### src/rtl/game_pkg.sv
// Shared cell codes, FSM states and the win-line table for the game board.
package game_pkg;

    typedef enum logic [1:0] {
        EMPTY = 2'b00,
        X     = 2'b10,
        O     = 2'b11
    } cellStateType;

    typedef enum logic [1:0] {
        IDLE = 2'd0,
        SCAN = 2'd1,
        DONE = 2'd2
    } boardStateType;

    localparam int NUM_CELLS = 9;

    // Cell indices of each win line, in the order the scan visits them:
    // three rows, three columns, then the two diagonals.
    localparam logic [3:0] WIN_LINES [8][3] = '{
        '{4'd0, 4'd1, 4'd2},
        '{4'd3, 4'd4, 4'd5},
        '{4'd6, 4'd7, 4'd8},
        '{4'd0, 4'd3, 4'd6},
        '{4'd1, 4'd4, 4'd7},
        '{4'd2, 4'd5, 4'd8},
        '{4'd0, 4'd4, 4'd8},
        '{4'd2, 4'd4, 4'd6}
    };

endpackage

### src/rtl/game_board_line_checker.sv
// Combinational check of one win line: three equal, non-empty cells.
module line_checker
    import game_pkg::*;
(
    input  logic [1:0] cell_a,
    input  logic [1:0] cell_b,
    input  logic [1:0] cell_c,
    output logic       match,
    output logic [1:0] code
);

    // A line matches only when all three cells hold the same player's mark.
    always_comb begin
        match = (cell_a != EMPTY) && (cell_a == cell_b) && (cell_b == cell_c);
        code  = match ? cell_a : EMPTY;
    end

endmodule

### src/rtl/game_board.sv
// Board store with sequential win/draw scan; one win line checked per ph1 cycle.
module game_board
    import game_pkg::*;
(
    input  logic        ph1,
    input  logic        ph2,
    input  logic        reset,
    input  logic        write,
    input  logic [3:0]  addr,
    input  logic [1:0]  cellState,
    output logic [17:0] board,
    output logic        busy,
    output logic        gameIsDone,
    output logic [1:0]  winner,
    output logic        writeError
);

    logic [17:0]   board_q, board_d;
    boardStateType state_q, state_d;
    logic [2:0]    cnt_q, cnt_d;
    logic [1:0]    winner_q, winner_d;
    logic          err_q, err_d;

    logic [1:0]    cells [NUM_CELLS];
    logic [1:0]    line_cell [3];
    logic [1:0]    addr_cell;
    logic          addr_ok;
    logic          state_ok;
    logic          write_ok;
    logic          board_full;
    logic          line_match;
    logic [1:0]    line_code;

    // ph2 only governs when the controller drives inputs; nothing here runs on it.
    logic          unused_ph2;
    assign unused_ph2 = ph2;

    // Unpack the board and detect a completely filled board.
    always_comb begin
        board_full = 1'b1;
        for (int i = 0; i < NUM_CELLS; i++) begin
            cells[i] = board_q[2*i +: 2];
            if (board_q[2*i +: 2] == EMPTY) begin
                board_full = 1'b0;
            end
        end
    end

    // Select the three cells of the line addressed by the scan counter.
    always_comb begin
        for (int p = 0; p < 3; p++) begin
            line_cell[p] = EMPTY;
            for (int i = 0; i < NUM_CELLS; i++) begin
                if (WIN_LINES[cnt_q][p] == 4'(i)) begin
                    line_cell[p] = cells[i];
                end
            end
        end
    end

    line_checker u_line_checker (
        .cell_a (line_cell[0]),
        .cell_b (line_cell[1]),
        .cell_c (line_cell[2]),
        .match  (line_match),
        .code   (line_code)
    );

    // Validate an incoming move: legal address, legal mark, target cell empty.
    always_comb begin
        addr_cell = EMPTY;
        for (int i = 0; i < NUM_CELLS; i++) begin
            if (addr == 4'(i)) begin
                addr_cell = cells[i];
            end
        end
        addr_ok  = (addr < 4'(NUM_CELLS));
        state_ok = (cellState == X) || (cellState == O);
        write_ok = write && addr_ok && state_ok && (addr_cell == EMPTY);
    end

    // FSM next state: accept moves in IDLE, scan lines in SCAN, hold in DONE.
    always_comb begin
        state_d  = state_q;
        cnt_d    = cnt_q;
        board_d  = board_q;
        winner_d = winner_q;
        err_d    = 1'b0;
        case (state_q)
            IDLE: begin
                if (write_ok) begin
                    for (int i = 0; i < NUM_CELLS; i++) begin
                        if (addr == 4'(i)) begin
                            board_d[2*i +: 2] = cellState;
                        end
                    end
                    cnt_d   = 3'd0;
                    state_d = SCAN;
                end else if (write) begin
                    err_d = 1'b1;
                end
            end
            SCAN: begin
                err_d = write;
                if (line_match) begin
                    state_d  = DONE;
                    winner_d = line_code;
                end else if (cnt_q == 3'd7) begin
                    // Last line checked with no winner: a full board is a draw.
                    state_d  = board_full ? DONE : IDLE;
                    winner_d = EMPTY;
                end else begin
                    cnt_d = cnt_q + 3'd1;
                end
            end
            DONE: begin
                err_d = write;
            end
            default: begin
                state_d = IDLE;
            end
        endcase
    end

    // State registers; reset has priority over any write.
    always_ff @(posedge ph1) begin
        if (!reset) begin
            state_q  <= IDLE;
            cnt_q    <= 3'd0;
            board_q  <= '0;
            winner_q <= EMPTY;
            err_q    <= 1'b0;
        end else begin
            state_q  <= state_d;
            cnt_q    <= cnt_d;
            board_q  <= board_d;
            winner_q <= winner_d;
            err_q    <= err_d;
        end
    end

    assign board      = board_q;
    assign busy       = (state_q == SCAN);
    assign gameIsDone = (state_q == DONE);
    assign winner     = winner_q;
    assign writeError = err_q;

endmodule

### config.mk
export PLATFORM = sky130hd
export DESIGN_NAME = game_board
export DESIGN_NICKNAME = d
export VERILOG_FILES = /design/src/rtl/game_pkg.sv /design/src/rtl/game_board_line_checker.sv /design/src/rtl/game_board.sv
export SDC_FILE = /design/constraint.sdc
export NUM_CORES = 1
export LEC_CHECK = 0
export ABC_AREA = 1
export CORE_AREA = 2 2 73 75
export CTS_BUF_LIST = sky130_fd_sc_hd__clkbuf_2 sky130_fd_sc_hd__clkbuf_4 sky130_fd_sc_hd__clkbuf_8
export CTS_CLUSTER_DIAMETER = 100
export DETAILED_ROUTE_END_ITERATION = 7
export DIE_AREA = 0 0 75 77
export PLACE_DENSITY_LB_ADDON = 0.15
export SKIP_CTS_REPAIR_TIMING = 1
export SYNTH_ARGS = -nofsm -noshare
export SYNTH_HDL_FRONTEND = slang
export SYNTH_SLANG_ARGS = --single-unit
### constraint.sdc
create_clock -name ph1 -period 3.2 [get_ports ph1]
set_input_delay 0.64 -clock ph1 [delete_from_list [all_inputs] [get_ports ph1]]
set_output_delay 0.64 -clock ph1 [all_outputs]
set_load 0.05 [all_outputs]
Word-level counts from Yosys, hierarchy flattened
Memory sizes are Yosys's and may differ from the RTL's.
Index checks and enable logic that the tools add are counted.
{ "op_classes": {"addsub": 1, "n_lt_le_gt_ge": 2, "eq_ne": 43, "muxes": 61, "n_bitwise": 2, "reduce_logical": 37} }
{ "ops": {"columns": ["cell", "n"], "rows": [
  ["two-way mux 2 bit", 42],
  ["equality test 4 x 3 -> 1 bit, second input constant", 16],
  ["equality test 4 x 2 -> 1 bit, second input constant", 8],
  ["AND reduction 3 bit", 10],
  ["two-way mux 12 bit", 2],
  ["logical NOT 2 bit", 11],
  ["equality test 4 x 1 -> 1 bit, second input constant", 4],
  ["equality test 4 bit, second input constant", 4],
  ["logical NOT 4 bit", 4],
  ["two-way mux 1 bit", 11],
  ["two-way mux 3 bit", 3],
  ["equality test 2 bit, second input constant", 3],
  ["!= test 2 bit, second input constant", 3],
  ["case mux 2 bit (3 select lines)", 1],
  ["case mux 3 bit (2 select lines)", 1],
  ["nonzero test 2 bit", 3],
  ["logical AND 1 bit", 5],
  ["equality test 2 bit", 2],
  ["greater-or-equal comparator 4 bit, second input constant", 1],
  ["< comparator 4 bit, second input constant", 1],
  ["inverter 3 -> 4 bit", 1],
  ["AND reduction 4 bit", 1],
  ["adder 3 x 1 -> 3 bit, second input constant", 1],
  ["equality test 3 bit, second input constant", 1],
  ["7 further kinds", 7]
]} }
{ "totals": {"regBits": 26, "rom_bits": 96, "inputBits": 10, "out_inout_bits": 23, "wordCells": 160, "n_memories": 1} }
{ "mem_list": {"columns": ["name", "depth", "word_bits", "read_ports", "rd_clocked_by_memory_dff", "wr", "line", "text"], "rows": [
  ["(name not given)", 8, 12, 1, 0, 0, "game_board.sv:54", "if (WIN_LINES[cnt_q][p] == 4'(i)) begin"]
]} }

Longest topological paths before layout
Gate-level depths: netlist of run 1.
{ "logic_depth": {"ltp_word": 19, "depth_mapped": 22, "depth_no_buf": 21} }

Modules after synthesis
Synthesis of run 1 repeated with hierarchy kept, for this count alone.
{ "hier_totals": {"hier_cells": 307, "hier_area_um2": 1928.1} }
{ "by_module_without_submodules": {"columns": ["mod", "n_inst", "cells_per_inst", "area_each_um2"], "rows": [
  ["game_board", 1, 291, 1863.0],
  ["line_checker", 1, 16, 65.1]
]} }

Worst setup path before layout of run 1
No wires, ideal clock.
{ "synth_timing": {"path_type": "reg2reg", "startpoint": "register cnt_q[0]", "endpoint": "register cnt_q[0]", "t_arrival_ns": 2.359, "required_time_ns": 3.085, "setup_slack_ns": 0.726, "stages_incl_launch_ff": 20, "path_cell_list": "dfxtp_1 -> inv_1 -> ha_1 -> buf_4 -> inv_4 -> nand2_2 -> nand2_2 -> nand2_1 -> nor2_1 -> a21oi_1 -> nand4_1 -> nand2_1 -> nand2_2 -> nor2_1 -> nor3_4 -> nand3_2 -> nand3_2 -> nand2_1 -> nand2_1 -> nor2_1"} }
{ "synth_via": {"elab_chain_cells": 19, "word_cells_on_any_way": 71, "classes_between": "add/sub (1); eq/ne (29); mux (32); bitwise (1); reduce/logical (7); memory (1)"} }
{ "synth_rtl": {"columns": ["element", "line", "text"], "rows": [
  ["start: declaration", "game_board.sv:20", "logic [2:0] cnt_q, cnt_d;"],
  ["start signal: assignment", "game_board.sv:135", "cnt_q <= cnt_d;"],
  ["inverter 3 -> 4 bit (not written as such)", "game_board.sv:54", null],
  ["memory read (8 x 12 bit)", null, null],
  ["two-way mux 12 bit (not written as such) (2 in a row)", "game_board.sv:54", null],
  ["logical NOT 4 bit", "game_board.sv:54", null],
  ["two-way mux 2 bit (9 in a row)", "game_board.sv:54", null],
  ["equality test 2 bit / nonzero test 2 bit (equally long branches)", "game_board_line_checker.sv:14", "match = (cell_a != EMPTY) && (cell_a == cell_b) && (cell_b == cell_c);"],
  ["logical AND 1 bit (2 in a row)", "game_board_line_checker.sv:14", null],
  ["!= test 2 bit (no line)", null, null],
  ["AND reduction 4 bit (no line)", null, null]
]} }
Several ways; a longest one is shown, not always the timed one. The select of a mux whose other input is x is not followed.
A chain may end at the register's enable or synchronous reset.

Worst setup path after layout of run 1
{ "layout_timing": {"startpoint": "input port addr[1]", "endpoint": "register board_q[8] (netlist: board[8])"} }
{ "layout_via": {"elab_chain_cells": 13, "word_cells_on_any_way": 24, "classes_between": "order compare (1); eq/ne (8); mux (9); reduce/logical (6)"} }
{ "layout_rtl": {"columns": ["element", "line", "text"], "rows": [
  ["start: declaration", "game_board.sv:9", "input logic [3:0] addr,"],
  ["logical NOT 4 bit", "game_board.sv:73", "if (addr == 4'(i)) begin"],
  ["two-way mux 2 bit (9 in a row)", "game_board.sv:73", null],
  ["logical NOT 2 bit", "game_board.sv:79", "write_ok = write && addr_ok && state_ok && (addr_cell == EMPTY);"],
  ["logical AND 1 bit", "game_board.sv:79", null],
  ["AND reduction 3 bit (no line) (*)", null, null],
  ["end signal: assignment", "game_board.sv:136", "board_q <= board_d;"],
  ["end: declaration", "game_board.sv:18", "logic [17:0] board_q, board_d;"]
]} }
Every way passes the cells marked *; elsewhere a longest branch is shown, timed or not.

==> results of run 1 <==
worst min-delay path by stage:
stage	startpoint	to	slack [ns]
floorplan	state_q[0]$_SDFFE_PN0P_	state_q[0]$_SDFFE_PN0P_	0.47
global placement	winner[1]$_SDFFE_PN0P_	winner[1]$_SDFFE_PN0P_	0.47
detailed placement	winner[1]$_SDFFE_PN0P_	winner[1]$_SDFFE_PN0P_	0.47
CTS	winner[1]$_SDFFE_PN0P_	winner[1]$_SDFFE_PN0P_	0.49
global route	winner[0]$_SDFFE_PN0P_	winner[0]$_SDFFE_PN0P_	0.51
finish	winner[1]$_SDFFE_PN0P_	winner[1]$_SDFFE_PN0P_	0.49
power by group:
group / switching (mW) / internal, mW / leakage, nW
Combinational: 0.326 / 0.157 / 0.827
Clock: 0.101 / 0.0844 / 0.0216
Sequential: 0.0179 / 0.340 / 0.210
Total: 0.445 / 0.581 / 1.06
stage by stage:
step | total power [mW] | area, um^2 | instances | setup WS (ns) | hold slack [ns]
2_1_floorplan | 0.739 | 2160 | 352 | 0.726 | 0.473
3_3_place_gp | 0.843 | 2540 | 450 | 0.150 | 0.471
3_5_place_dp | 0.848 | 2540 | 450 | 0.132 | 0.473
4_1_cts | 1.03 | 2580 | 453 | 0.412 | 0.486
5_1_grt | 1.12 | 2580 | 453 | 0.0900 | 0.515
6_report | 1.03 | 2580 | 453 | 0.392 | 0.485
cell type report:
cell class / count / share of cell area [%]
Inverter: 64 / 9.69
Sequential cell: 26 / 20.1
Timing Repair Buffer: 35 / 13.2
Tap cell: 70 / 3.39
Multi-Input combinational cell: 255 / 52.0
Clock buffer: 3 / 1.60
metal layers:
layer / vias to the layer above / global-route usage, %
met5: - / 0
li1: 1197 / -
met4: 0 / 6.07
met3: 4 / 2.10
met2: 49 / 34.5
met1: 1011 / 29.4
flip-flops by register name (all words and copies together), names as in the netlist:
register    count
board          18
cnt_q           3
state_q         2
winner          2
writeError      1
logic make-up (layout without fill, tap and decap cells):
family                   Yosys count  count (layout)  share of synthesized area, %
AND/OR/NAND/NOR                  192             192                          43.0
flip-flops                        26              26                          24.1
buffers and inverters             71             102                          13.8
adder cells (fa/ha/maj)           10              10                          5.78
AO/OA/AOI/OAI                     53              53                          13.3
placed cells by master, fill, tap and decap left out, drive strengths merged, types with 2 or more instances in the layout:
cell type,count
o21a,2
o22ai,2
o21ai,16
nand2,97
a21oi,30
nor3,7
or2,3
clkbuf,3
nor2,30
inv,62
clkdlybuf4s50,31
nor4,2
ha,10
dfxtp,26
clkinv,2
nand4,16
nand3,36
buf,4
worst max-delay path, stage by stage:
cell and delay (ns):
clkdlybuf4s50_1 0.48, nor2_1 0.22, inv_1 0.12, nor2_1 0.20, nand2_1 0.07, o211a_1 0.12, o21ai_0 0.18, nand2_1 0.07
nand2_1 0.08, nand3_1 0.19, inv_1 0.35, nand3_1 0.15, a21oi_1 0.14
==> results.ini, run 1 <==
[status]
status = finished, final reports clean

[floorplan]
rows = 26
dieArea_mm2 = 0.00578
io_pins = 33
fp.dieH_um = 77
start_util_pct = 43.5
coreArea_mm2 = 0.00498
fp.dieW_um = 75

[grt]
antenna_found_initial = 0
grt_max_degree = 22
grt_overflow = 0
grt_pass1_wl_mm = 9.73
grtUsageTotal_pct = 21.2
grt_pass1_vias = 2140

[min_path]
min_path_type = register to register
whs_path_depth = 2

[drt]
drcViolationCount = 0
route.met3.wl_um = 258
vias_per_cell = 4.99
vias = 2261
wl_met1_mm = 2.55
drt-initial-drc-count = 142
ant_nets = 0
firstDrtPassIters = 4
top_layer = met4
drt_wl_total_mm = 5.64
wl_per_cell_um = 12.5
wl_met2_mm = 2.78

[logic_synthesis]
synth.avg_cell_area_um2 = 6.15
async_flop_share_pct = 0
syn-num-nets = 372
syn_area_mm2 = 0.00216
synth.yosys.seq_area_share_pct = 24.1
synth_commonest_cells = nand2_1, inv_1, nand3_1
synth_top_area_share_pct = 24.1
post-synth-top-count-cell = nand2_1
synth_top_area_cell = dfxtp_1
synth-edff-count = 0
ys.flop_type = dfxtp_1
yosys-top-cells-area = dfxtp_1, nand2_1, inv_1
synth_cell_types = 35
yosysWarnings = 0
post_synth_inst_count = 352
yosys_register_bits = 26

[worst_setup_path]
cp_max_fo = 12
r2r-start = cnt_q[0]$_SDFFE_PN0P_
cp-start-kind = input port
r2r_end = cnt_q[2]$_SDFFE_PN0P_
crit_type = input port to register
rr_worst_depth = 20
crit_arrival_ns = 3.00
required_ns = 3.40
critPathCaptureType = register
worstSetupEndpoint = board[8]$_SDFFE_PN0P_
crit_start = addr[1]
r2r_setup_slack_ns = 0.51

[finish]
final.fill_count = 506
multiInputGateArea_mm2 = 0.00134
syn_to_final_growth_pct = 19.4
drive_gt1_share_pct = 9.92
seqCellArea_um2 = 520
final_nets = 405
final_util_pct = 51.9
diodes = 0

[placement]
io_buffers = 31
gp_congestion = 0.829
hpwl_mm = 4.58

[clocking]
clk_pin_slew_ns = 0.09
cts_sinks = 26
cts_max_path_buffers = 2
htree_levels = 1
numCtsBuffers = 3
tritoncts = built
insertion_delay_ns = 0.27
root_buffer = clkbuf_8

[timing]
finalMaxSlewViolations = 0
fmax_mhz = 356
rsz0062_at_grt = false
fin_crit_sh_pct = 87.8
setup_violations = 0
slew_headroom_pct = 54.6
clock-skew-final_ns = 0.00779
tns_ns = 0
hold_viol = 0
min_period_ns = 2.81
tightestPinTransition_ns = 0.681

[power_and_ir_drop]
irDropWorstVdd_mv = 0.288
cellPowerDensity_mw_per_mm2 = 397
p_leak_nw = 1.06

[flow_run]
maxCapViolCount = 0

Note: power is estimated with default switching activity, not from simulation.
==> run 2, diff against run 1 <==
CTS_BUF_LIST = sky130_fd_sc_hd__clkbuf_4   (was sky130_fd_sc_hd__clkbuf_2 sky130_fd_sc_hd__clkbuf_4 sky130_fd_sc_hd__clkbuf_8)
TNS_END_PERCENT = 100   (was default)
==> results.ini, run 2 (synthesis gave the netlist of run 1 again) <==
[drt]
drt_wl_total_mm = 5.68
wl_per_cell_um = 12.5
vias = 2273
ant_nets = 0
vias_per_cell = 5.02
firstDrtPassIters = 5
drt-initial-drc-count = 145
drcViolationCount = 0

[finish]
final_nets = 405
final_common_cell = nand2_1
instances_no_fill = 453
diodes = 0
multiInputGateArea_mm2 = 0.00134
syn_to_final_growth_pct = 18.6
final_cell_mix = nand2_1, inv_1, nand3_1
drive_gt1_share_pct = 9.92
seqCellArea_um2 = 520
final.fill_count = 509
largest_reg_flops = 18

[min_path]
worstHoldStart = winner[1]$_SDFFE_PN0P_
min_path_type = register to register
min_to = winner[1]$_SDFFE_PN0P_
whs_path_depth = 2

[clocking]
htree_levels = 1
clk_pin_slew_ns = 0.15
numCtsBuffers = 3
cts_max_path_buffers = 2
root_buffer = clkbuf_4
tritoncts = built
cts_sinks = 26
insertion_delay_ns = 0.33

[timing]
clock-skew-final_ns = 0.0201
setup_violations = 0
fin_crit_sh_pct = 87.3
slew_headroom_pct = 53.5
fmax_mhz = 358
finalMaxSlewViolations = 0
tns_ns = 0
min_period_ns = 2.79
hold_viol = 0
rsz0062_at_grt = false
tightestPinTransition_ns = 0.697

[worst_setup_path]
crit_family = simple AND/OR/NAND/NOR gates
cp-start-kind = input port
crit_arrival_ns = 3.04
cp_cell_sequence = clkdlybuf4s50_1 > nor2_1 > inv_1 > nor2_1 > nand2_1 > o211a_1 > o21ai_0 > nand2_1 > nand2_1 > nand3_1 > inv_1 > nand3_1 > a21oi_1
rr_worst_depth = 18
critPathCaptureType = register
required_ns = 3.45
cp_common_cell = nand2_1
r2r_end = cnt_q[2]$_SDFFE_PN0P_
max_stage_delay_ns = 0.48
crit_type = input port to register
cp_max_fo = 12
r2r_setup_slack_ns = 0.50
r2r-start = cnt_q[0]$_SDFFE_PN0P_
slowest_stage = clkdlybuf4s50_1
path_buf_inv = 3

[power_and_ir_drop]
p_leak_nw = 1.05
power_frac_seq_pct = 36.3
p_int_uw = 541
cellPowerDensity_mw_per_mm2 = 384
irDropWorstVdd_mv = 0.284
swShare_pct = 45.0
power_frac_clock_pct = 14.5
switchingPower_uw = 443
p_comb_share_pct = 49.1

[floorplan]
fp.dieH_um = 77
io_pins = 33
rows = 26
start_util_pct = 43.5
coreArea_mm2 = 0.00498
fp.dieW_um = 75
dieArea_mm2 = 0.00578

[status]
status = finished, final reports clean

[placement]
io_buffers = 31
place_inst = 450
hpwl_mm = 4.58
gp_congestion = 0.829

[grt]
grt_pass1_wl_mm = 9.69
antenna_found_initial = 0
grtUsageTotal_pct = 21.2
grt_max_degree = 22
grt_overflow = 0
grt_pass1_vias = 2140

[flow_run]
maxCapViolCount = 0

## run 2: cell counts in the layout (fill, tap and decap cells not counted)
Identical to the previous run, type by type.
## run 2: metrics by stage
step	hold WS [ns]	worst slack (ns)	total power, mW	utilization, %	area [um^2]
after detailed placement	0.473	0.132	0.848	51.1	2540
after floorplan	0.473	0.726	0.739	-	2160
final	0.492	0.406	0.985	51.5	2560
after global placement	0.471	0.150	0.843	51.1	2540
after global routing	0.520	0.126	1.07	51.5	2560
after CTS	0.492	0.468	0.990	51.5	2560
## run 2: worst max path at each step
stage	startpoint	endpoint	cells past startpoint
floorplan	cnt_q[0]$_SDFFE_PN0P_	cnt_q[0]$_SDFFE_PN0P_	19
global placement	addr[1]	board[8]$_SDFFE_PN0P_	13
detailed placement	addr[1]	board[8]$_SDFFE_PN0P_	13
CTS	addr[1]	board[8]$_SDFFE_PN0P_	13
global route	cnt_q[0]$_SDFFE_PN0P_	cnt_q[2]$_SDFFE_PN0P_	20
finish	addr[1]	board[8]$_SDFFE_PN0P_	13
## run 2: routing by layer
| layer | share of wire (%) | GRT usage [%] | routed length, um | vias up |
|---|---|---|---|---|
| met3 | 4.4 | 2.10 | 249 | 2 |
| met5 | 0 | 0 | 0 | - |
| met4 | 0.76 | 6.61 | 43 | 0 |
| li1 | - | - | - | 1197 |
| met2 | 49 | 34.3 | 2800 | 50 |
| met1 | 46 | 29.2 | 2590 | 1024 |
## run 2: worst register-to-register path, stage by stage, from the launching register on
cell and delay [ns]:
dfxtp_1 0.48, inv_1 0.10, ha_1 0.38, buf_4 0.20, nand2_1 0.08, nand2_2 0.07
nor2_4 0.14, inv_2 0.05, nor2_2 0.11, nand2_1 0.05, o21ai_1 0.07, nand4_1 0.12
nand3_1 0.10, nand2_1 0.07, nor2_2 0.13, nand3_2 0.16, nand3_2 0.14, nand2_1 0.06
a21oi_1 0.13
## run 2: area by class of cell
cell class | instances | area share (%)
multi-input combinational | 255 | 52.4
tap | 70 | 3.41
timing repair buffer | 35 | 13.3
inverter | 64 | 9.76
sequential | 26 | 20.3
clock buffer | 3 | 0.878
## run 2: power by group through the flow
stage          registers, mW  clock network, mW  logic (mW)
6_report               0.358              0.143       0.484
4_1_cts                0.358              0.148       0.484
3_3_place_gp           0.365                  0       0.478
5_1_grt                0.363              0.160       0.544
3_5_place_dp           0.365                  0       0.483
2_1_floorplan          0.380                  0       0.358
==> variant 1: new RTL, settings of run 1 <==
Re-encode `boardStateType` (3 states) as one-hot, 3 bits wide.
--- a/src/rtl/game_pkg.sv
+++ b/src/rtl/game_pkg.sv
@@ -7,10 +7,10 @@
         O     = 2'b11
     } cellStateType;
 
-    typedef enum logic [1:0] {
-        IDLE = 2'd0,
-        SCAN = 2'd1,
-        DONE = 2'd2
+    typedef enum logic [2:0] {
+        IDLE = 3'b001,
+        SCAN = 3'b010,
+        DONE = 3'b100
     } boardStateType;
 
     localparam int NUM_CELLS = 9;
Function: same outputs for any inputs over 10 cycles, from zero or initial values and one cycle with reset low; not proved beyond that.
==> variant 1 against run 1 <==
- core utilization decreased by 1.1 points
- worst setup slack got worse by 53 ps
- power is 35% higher
- clock power is 7% higher
- via count up 2.5%
- routed wire length grew 7.2%
- sequential cell count is 1 higher
- area after synthesis shrank 5.6%
- final area decreased by 2.2%
- critical endpoint is now cnt_q[0]$_SDFFE_PN0P_
==> variant 1: results (changes against run 1) <==
metric;value;unit;change
grt_usage;0.2176;;was 0.2125
first_global_vias;2024;;was 2140
placed_area;2481;sq um;was 2542 sq um
syn-num-nets;348;;was 372
ir_drop;0.3484;mV;was 0.2880 mV
p_leak;1.068;nW;was 1.058 nW
first_pass_iters;5;;was 4
r2r_start;cnt_q[1]$_SDFFE_PN0P_;;was cnt_q[0]$_SDFFE_PN0P_
synth_common_cells;nand2_1, inv_1, nor2_1, nand3_1, dfxtp_1;;was nand2_1, inv_1, nand3_1, a21oi_1, dfxtp_1
drive_gt1_frac;0.08065;;was 0.09922
tightest_slew;527.6;ps;was 680.5 ps
viasPerCell;5.242;;was 4.991
dr_wl_met3;281;um;was 258 um
pg_comb;793;uW;was 483 uW
power.total;1.385;mW;was 1.026 mW
switchingPower;681.7;uW;was 445.0 uW
grt_max_degree;16;;was 22
worst_path_max_delay_cell;ha_1;;was clkdlybuf4s50_1
wl_met2;2.826;mm;was 2.781 mm
max_stage_delay;450;ps;was 480 ps
wire_per_inst;13.68;um;was 12.45 um
rr_worst_depth;19;;was 20
fill_cells;542;;was 506
fin_skew;10.32;ps;was 7.787 ps
r2r-end;cnt_q[0]$_SDFFE_PN0P_;;was cnt_q[2]$_SDFFE_PN0P_
setup_ws;339.1;ps;was 391.9 ps
status;finished, final reports clean;;unchanged
drtIter0Drc;198;;was 142
==> variant 1: final cells by class <==
class,count,area share
Clock buffer,3,0.01634
Clock inverter,1,0.001980
Inverter,48,0.07129
Multi-Input combinational cell,253,0.5124
Sequential cell,27,0.2139
Tap cell,70,0.03465
Timing Repair Buffer,40,0.1495
==> variant 1: worst max path at each step <==
| stage | from | endpoint | depth (start not counted) |
|---|---|---|---|
| 6_report | cnt_q[1]$_SDFFE_PN0P_ | cnt_q[0]$_SDFFE_PN0P_ | 19 |
| 5_1_grt | cnt_q[1]$_SDFFE_PN0P_ | cnt_q[0]$_SDFFE_PN0P_ | 19 |
| 4_1_cts | cnt_q[1]$_SDFFE_PN0P_ | cnt_q[0]$_SDFFE_PN0P_ | 19 |
| 3_5_place_dp | addr[3] | cnt_q[1]$_SDFFE_PN0P_ | 17 |
| 3_3_place_gp | addr[0] | board[14]$_SDFFE_PN0P_ | 15 |
| 2_1_floorplan | cnt_q[0]$_SDFFE_PN0P_ | cnt_q[1]$_SDFFE_PN0P_ | 19 |
==> variant 1: kinds of logic (layout without fill, tap and decap cells) <==
logic type	count (synthesis)	in the layout	share of synthesized area
AO/OA/AOI/OAI	53	53	0.1495
adder cells (fa/ha/maj)	6	6	0.03676
buffers and inverters	52	92	0.1011
flip-flops	27	27	0.2647
AND/OR/NAND/NOR	194	194	0.4479
==> variant 1: through the flow <==
stage | hold WS (ps) | instances
floorplan | 494.3 | 332
global placement | 471.7 | 438
detailed placement | 473.5 | 438
CTS | 491.5 | 442
global route | 521.7 | 442
finish | 485.3 | 442
==> variant 1: layer usage <==
| metal | vias to the layer above | GRT usage |
|---|---|---|
| met1 | 1045 | 0.3105 |
| met4 | 0 | 0.07143 |
| li1 | 1198 | - |
| met5 | - | 0 |
| met3 | 7 | 0.02365 |
| met2 | 67 | 0.3368 |
==> variant 2: new RTL, config.mk and constraints of run 1 <==
Without the edit above. `NUM_CELLS`: 9 -> 10.
--- a/src/rtl/game_pkg.sv
+++ b/src/rtl/game_pkg.sv
@@ -13,7 +13,7 @@
         DONE = 2'd2
     } boardStateType;
 
-    localparam int NUM_CELLS = 9;
+    localparam int NUM_CELLS = 10;
 
     // Cell indices of each win line, in the order the scan visits them:
     // three rows, three columns, then the two diagonals.
Formal check against the unedited RTL: not equivalent (a bounded check fails within 4 cycles, from zero or initial values and one cycle with reset low).
==> variant 2 against run 1 <==
- clock skew up 4.8 ps
- routed wire length up 2.8%
- sequential share of layout area is 0.99 points lower
- area after synthesis rose by 5.1%
- first-iteration DRC count increased by 4.9%
- critical path depth up 4
- count of clock-buffer cells in the layout stayed put
- worst setup slack got worse by 2.6 ps
- non-clock buffer count did not move
- final area grew 5.2%
- global-route usage up 1.7 points
- sequential cell count stayed put
- hold slack improved by 7.2 ps
- largest cell class unchanged
Power is not compared: it rests on default switching activity, and its combinational part moved more than twofold at a synthesized area within 25%.
==> variant 2: results (changes against run 1) <==
metric;value;unit;change
vias;2329;;was 2261
first_global_vias;2298;;was 2140
fill_cells;537;;was 506
drtIter0Drc;149;;was 142
cp_max_fo;9;;was 12
fin_skew;12.57;ps;was 7.787 ps
synth_common_cells;nand2_1, nor2_1, inv_1, nand3_1, dfxtp_1;;was nand2_1, inv_1, nand3_1, a21oi_1, dfxtp_1
placed_area;2646;sq um;was 2542 sq um
ys_top_cells_by_area;dfxtp_1, nand2_1, nor2_1, inv_1, ha_1;;was dfxtp_1, nand2_1, inv_1, nand3_1, a21oi_1
dp_hpwl;4.653;mm;was 4.583 mm
ys_seq_area_frac;0.2289;;was 0.2406
synth_compound_area_frac;0.1464;;was 0.1330
drive_gt1_frac;0.1250;;was 0.09922
fin_nets;415;;was 405
routed_wl;5.802;mm;was 5.642 mm
place_congestion;0.9199;;was 0.8291
tightest_slew;801.1;ps;was 680.5 ps
grt_max_degree;25;;was 22
r2r_start;cnt_q[1]$_SDFFE_PN0P_;;was cnt_q[0]$_SDFFE_PN0P_
grt_usage;0.2293;;was 0.2125
regToRegSetupSlack;390;ps;was 510 ps
syn-num-nets;382;;was 372
synthDistinctLibCells;40;;was 35
rr_worst_depth;17;;was 20
synth-adder-area-share;0.06604;;was 0.05784
status;finished, final reports clean;;unchanged
-- variant 2: through the flow --
stage | hold slack, ps | std cells | setup WS [ps] | util | total power, mW
global placement | 470.2 | 458 | 337.5 | 0.5317 | 1.502
global route | 516.5 | 462 | 38.72 | 0.5460 | 1.972
finish | 492.6 | 462 | 389.3 | 0.5460 | 1.784
CTS | 492.5 | 462 | 376.8 | 0.5460 | 1.795
floorplan | 481.9 | 360 | 640.5 | - | 1.312
detailed placement | 476.7 | 458 | 310.8 | 0.5317 | 1.513
-- variant 2: worst max-delay path by stage --
stage | from | endpoint | slack [ps]
after floorplan | cnt_q[0]$_SDFFE_PN0P_ | cnt_q[2]$_SDFFE_PN0P_ | 640
after global placement | addr[3] | cnt_q[2]$_SDFFE_PN0P_ | 340
after detailed placement | addr[3] | cnt_q[2]$_SDFFE_PN0P_ | 310
after CTS | cnt_q[1]$_SDFFE_PN0P_ | cnt_q[2]$_SDFFE_PN0P_ | 380
after global routing | cnt_q[1]$_SDFFE_PN0P_ | cnt_q[2]$_SDFFE_PN0P_ | 40
final | cnt_q[1]$_SDFFE_PN0P_ | cnt_q[2]$_SDFFE_PN0P_ | 390
-- variant 2: power by group --
part	switching (mW)	internal [mW]	total [mW]	leakage [nW]
Clock	0.109	0.168	0.277	0.0357
Sequential	0.0341	0.347	0.381	0.210
Combinational	0.756	0.370	1.13	0.867
-- variant 2: cell type report --
cell class | count | share of cell area
Timing Repair Buffer | 35 | 0.1252
Clock buffer | 3 | 0.01519
Multi-Input combinational cell | 275 | 0.5502
Inverter | 52 | 0.07459
Sequential cell | 26 | 0.1915
Clock inverter | 1 | 0.01105
Tap cell | 70 | 0.03223
-- variant 2: logic make-up (layout without fill, tap and decap cells) --
| logic type | after synthesis | in the layout |
|---|---|---|
| fa+ha+maj | 12 | 12 |
| simple gates | 208 | 208 |
| compound gates | 55 | 55 |
| buf+inv | 59 | 91 |
| flops | 26 | 26 |
-- variant 2: layer usage --
layer / wire length (um) / GRT usage / vias to the layer above
li1: - / - / 1232
met1: 2795 / 0.3239 / 1041
met2: 2731 / 0.3675 / 50
met3: 219 / 0.03022 / 6
met4: 55 / 0.05000 / 0
met5: 0 / 0 / -
-- variant 2: worst max-delay path, cell delays in order, from the launching register on --
cell and delay (ps):
dfxtp_1 430, inv_1 170, ha_1 390, inv_4 90, o21ai_2 260, nand2_2 100, nor2_2 150, nand2_1 80
nand3_2 80, nand2_2 60, a21oi_1 190, nand4_1 130, nand2_2 130, nand4_4 150, nand3_2 120, nand2_1 60
nand2_1 70, nor2_2 30
